[src/rtl/pc_sequencer_pkg.sv]
// rtl/pc_sequencer_pkg.sv - shared widths, reset vector and state encoding for the PC sequencer
package pc_sequencer_pkg;

  localparam int WORD_W = 16;
  localparam logic [WORD_W-1:0] RESET_VEC_DEFAULT = 16'h0000;

  typedef logic [2:0] state_t;

  localparam state_t ST_IDLE   = 3'd0;
  localparam state_t ST_LOAD   = 3'd1;
  localparam state_t ST_FETCH  = 3'd2;
  localparam state_t ST_ISSUE  = 3'd3;
  localparam state_t ST_UPDATE = 3'd4;
  localparam state_t ST_HALTED = 3'd5;

endpackage

[src/rtl/pc_sequencer.sv]
// rtl/pc_sequencer.sv - fetch/issue/update sequencer steering an external program counter
module pc_sequencer
  import pc_sequencer_pkg::*;
#(
  parameter logic [WORD_W-1:0] RESET_VEC = RESET_VEC_DEFAULT
) (
  input  logic              clk,
  input  logic              reset,
  input  logic              start,
  input  logic              halt,
  input  logic [WORD_W-1:0] pc_q,
  output logic              pc_load,
  output logic              pc_inc,
  output logic [WORD_W-1:0] pc_d,
  output logic              mem_req,
  output logic [WORD_W-1:0] mem_addr,
  input  logic              mem_ack,
  input  logic [WORD_W-1:0] mem_rdata,
  output logic              instr_valid,
  output logic [WORD_W-1:0] instr,
  input  logic              instr_ready,
  input  logic              jump_req,
  input  logic [WORD_W-1:0] jump_addr,
  output logic              jump_ack,
  output logic              busy
);

  state_t state;
  state_t state_nxt;

  always_ff @(posedge clk or negedge reset) begin
    if (!reset) begin
      state <= ST_IDLE;
    end else begin
      state <= state_nxt;
    end
  end

  always_ff @(posedge clk or negedge reset) begin
    if (!reset) begin
      instr <= '0;
    end else if (state == ST_FETCH && mem_ack) begin
      instr <= mem_rdata;
    end
  end

  always_comb begin
    state_nxt = state;
    case (state)
      ST_IDLE:   if (start) state_nxt = ST_LOAD;
      ST_LOAD:   state_nxt = ST_FETCH;
      ST_FETCH:  if (mem_ack) state_nxt = ST_ISSUE;
      ST_ISSUE:  if (instr_ready) state_nxt = ST_UPDATE;
      // The PC update always happens in UPDATE; halt only chooses where we go afterwards.
      ST_UPDATE: state_nxt = halt ? ST_HALTED : ST_FETCH;
      ST_HALTED: if (start) state_nxt = ST_FETCH;
      default:   state_nxt = ST_IDLE;
    endcase
  end

  // Outputs are pure decode of state so reset (which forces IDLE) zeroes them at once.
  always_comb begin
    pc_load     = 1'b0;
    pc_inc      = 1'b0;
    pc_d        = '0;
    mem_req     = 1'b0;
    mem_addr    = '0;
    instr_valid = 1'b0;
    jump_ack    = 1'b0;
    case (state)
      ST_LOAD: begin
        pc_load = 1'b1;
        pc_d    = RESET_VEC;
      end
      ST_FETCH: begin
        mem_req  = 1'b1;
        mem_addr = pc_q;
      end
      ST_ISSUE: begin
        instr_valid = 1'b1;
      end
      ST_UPDATE: begin
        if (jump_req) begin
          pc_load  = 1'b1;
          pc_d     = jump_addr;
          jump_ack = 1'b1;
        end else begin
          pc_inc = 1'b1;
        end
      end
      default: ;
    endcase
  end

  assign busy = (state != ST_IDLE) && (state != ST_HALTED);

endmodule

[config.mk]
export PLATFORM = sky130hd
export DESIGN_NAME = pc_sequencer
export DESIGN_NICKNAME = d
export VERILOG_FILES = /design/src/rtl/pc_sequencer_pkg.sv /design/src/rtl/pc_sequencer.sv
export SDC_FILE = /design/constraint.sdc
export NUM_CORES = 1
export LEC_CHECK = 0
export BUFFER_PORTS_ARGS = -buffer_cell sky130_fd_sc_hd__buf_4
export CAP_MARGIN = 20
export CORE_ASPECT_RATIO = 2
export CORE_UTILIZATION = 36
export CTS_BUF_LIST = sky130_fd_sc_hd__clkbuf_8 sky130_fd_sc_hd__clkbuf_16
export DETAILED_ROUTE_END_ITERATION = 8
export MAX_ROUTING_LAYER = met4
export PLACE_DENSITY = 0.88
export SETUP_SLACK_MARGIN = 0.3
export SKIP_CTS_REPAIR_TIMING = 1
export SLEW_MARGIN = 20
export SYNTH_ARGS = -nofsm -noshare
export SYNTH_HDL_FRONTEND = slang
export SYNTH_SLANG_ARGS = --single-unit
[constraint.sdc]
create_clock -name clk -period 2.09 [get_ports clk]
set_input_delay 0.209 -clock clk [delete_from_list [all_inputs] [get_ports clk]]
set_output_delay 0.209 -clock clk [all_outputs]
set_load 0.05 [all_outputs]
==> out/metrics.csv <==
metric;value;unit
status;finished clean;
clock_tree.root_cell;clkbuf_8;
synth_area_leaders;dfrtp_1, and2_1, mux2_4, mux2_2, buf_12;
worst_slew_pin_slew;0.274;ns
max_freq;584;MHz
p_sw_frac;0.536;
port_buffers;108;
finalNetCount;264;
syn_nets;154;
rr_worst_depth;3;
p_int;0.00158;W
power_frac_seq;0.209;
final_cell_count_no_fill;238;
gp_congestion;0.744;
routed_wl;3.24;mm
startpoint_type;flop;
pin_count;109;
end_kind;primary output;
syn-cell-area;1120;µm²
min_to;instr[4]$_DFFE_PN0P_;
synth_largest_area_cell;dfrtp_1;
setup_tns;0;ns
synth_seq_cells;19;
syn2layout_area_growth;79.6;%
syn_avg_cell_area;11.3;µm²
core_area;2940;µm²
dieArea;3340;µm²
synth_seq_area_share;0.426;
grt_setup_unrepaired;yes;
synthDistinctLibCells;22;
initial_utilization;0.379;
cp_data_arrival_time;1.50;ns
cts-htree-levels;1;
cts_max_path_buffers;2;
yosysWarnings;0;
finClkSkew;0.000705;ns
r2r_start;state[2]$_DFFE_PN0P_;
crit_fanout;9;
combinationalPowerShare;0.719;
hold_path_class;input port to flop;
max-cap-violations;0;
grt_pass1_vias;1088;
r2r_end;instr[11]$_DFFE_PN0P_;
synth_top_area_share;0.426;
dp_hpwl;2.66;mm
clk_latency;0.25;ns
cp.required;1.88;ns
setup_violations;0;
finalHoldViolCount;0;
r2r_slack;0.54;ns
synthCells;99;
dpl.cell_count;232;
power.density;1700;nW/µm²
route.vias.total;1170;
grt_pass1_wl;4.44;mm
clockPowerShare;0.072;
row_count;28;
whs_path_depth;2;
slew_violations;0;
antenna_cells;0;
antenna_found_initial;0;
total_power;0.00340;W
fp.dieH;80.7;µm
vias_per_cell;4.92;
clk_pin_slew_worst_paths;0.07;ns
slew_headroom;0.818;
p_sw;0.00182;W
grt_max_degree;20;
drive_gt1_frac;0.702;
drc;0;
cts_tree;yes;
firstDrtPassIters;2;
fp.dieW;41.4;µm
path_class;flop to primary output;
grt_util_all_layers;0.194;
ir_drop;1.09;mV
grt-ovfl-total;0;
post-route-period-util;0.819;
p_leak;1.06;nW
ant_nets;0;
numCtsBuffers;3;
drt_iter0_markers;5;
cts_sinks;19;
hp-start;mem_rdata[4];
wl_per_cell;13.6;µm
final.min_clock_period;1.71;ns
==> logic make-up (layout without fill, tap and decap cells) <==
kind of cell	Yosys count	after routing	share of synthesized area
multiplexers	16	16	0.192
buffers and inverters	8	116	0.0617
AND/OR/NAND/NOR	49	50	0.272
flip-flops	19	19	0.426
AO/OA/AOI/OAI	7	7	0.0482
==> how the worst max path moves through the flow <==
stage                     depth (start not counted)  slack, ns            startpoint           end
after global placement                            4       0.48  state[0]$_DFFE_PN0P_      pc_d[13]
after floorplan                                   3       0.33  state[0]$_DFFE_PN0P_  mem_addr[10]
after detailed placement                          4       0.43  state[0]$_DFFE_PN0P_       pc_d[4]
final                                             4       0.38  state[0]$_DFFE_PN0P_       pc_d[4]
after CTS                                         4       0.15  state[0]$_DFFE_PN0P_      pc_d[14]
after global routing                              4       0.26  state[0]$_DFFE_PN0P_       pc_d[4]
==> cell type report <==
cell class              instances  area, µm²
inverters                       2       7.51
multi-input cells              73        602
clock inverters                 1       5.00
fillers                       252        938
well taps                      30       37.5
clock buffers                   3       41.3
flip-flops and latches         19        479
repair buffers                110        832
==> registers in the layout (all words and copies together), names as in the netlist <==
signal and flops:
instr 16, state 3
==> stage by stage <==
step / setup WS (ns) / instance area [µm²] / hold WS (ns) / utilization
global route: 0.261 / 2000 / 0.182 / 0.681
detailed placement: 0.429 / 1920 / 0.0911 / 0.653
floorplan: 0.330 / 1130 / -0.0866 / -
CTS: 0.146 / 1970 / -0.182 / 0.669
finish: 0.379 / 2000 / 0.184 / 0.681
global placement: 0.476 / 1920 / 0.0880 / 0.653
==> cell usage after synthesis <==
library cell	instances
and3_1	1
a221o_1	1
a221oi_1	1
nor2_1	3
nor3b_4	1
a21oi_1	2
or3_1	1
buf_2	2
clkbuf_1	1
nand2b_1	2
nor2b_1	3
and2_1	33
a21boi_0	1
dfrtp_1	19
mux2_4	9
inv_1	2
nand2_1	4
o2bb2ai_1	2
and2_4	1
mux2_2	7
buf_12	2
buf_4	1
==> power groups by stage <==
stage	combinational (W)	clock, W	sequential [W]
finish	0.00245	0.000246	0.000711
global route	0.00256	0.000268	0.000739
CTS	0.00244	0.000254	0.000698
detailed placement	0.00244	0	0.000695
global placement	0.00242	0	0.000693
floorplan	0.00126	0	0.00123
==> critical path: stages (launching register included) <==
cell	delay (ns)
dfrtp_2	0.47
nor2_2	0.20
and3_4	0.25
and2_2	0.15
buf_4	0.19
==> routing by layer <==
layer / global-route usage / vias to the layer above / routed length, µm
met2: 0.369 / 82 / 1820
met3: 0.0219 / 8 / 412
li1: - / 543 / -
met1: 0.172 / 537 / 926
met4: 0.0742 / 0 / 80
met5: - / - / 0
==> layout by cell type (no fill, tap or decap), types with 2 or more instances in the layout <==
cell and count:
buf_4 108, mux2_2 7, nand2_1 4, nor2_1 2, nand2b_1 2, mux2_4 9
inv_1 2, dfrtp_1 16, o2bb2ai_1 2, and2_2 9, and3_4 2, clkbuf_8 3
dfrtp_2 3, a21oi_1 2, and2_1 24, nor2b_1 3
No activity file was read; power rests on OpenSTA's default activity.
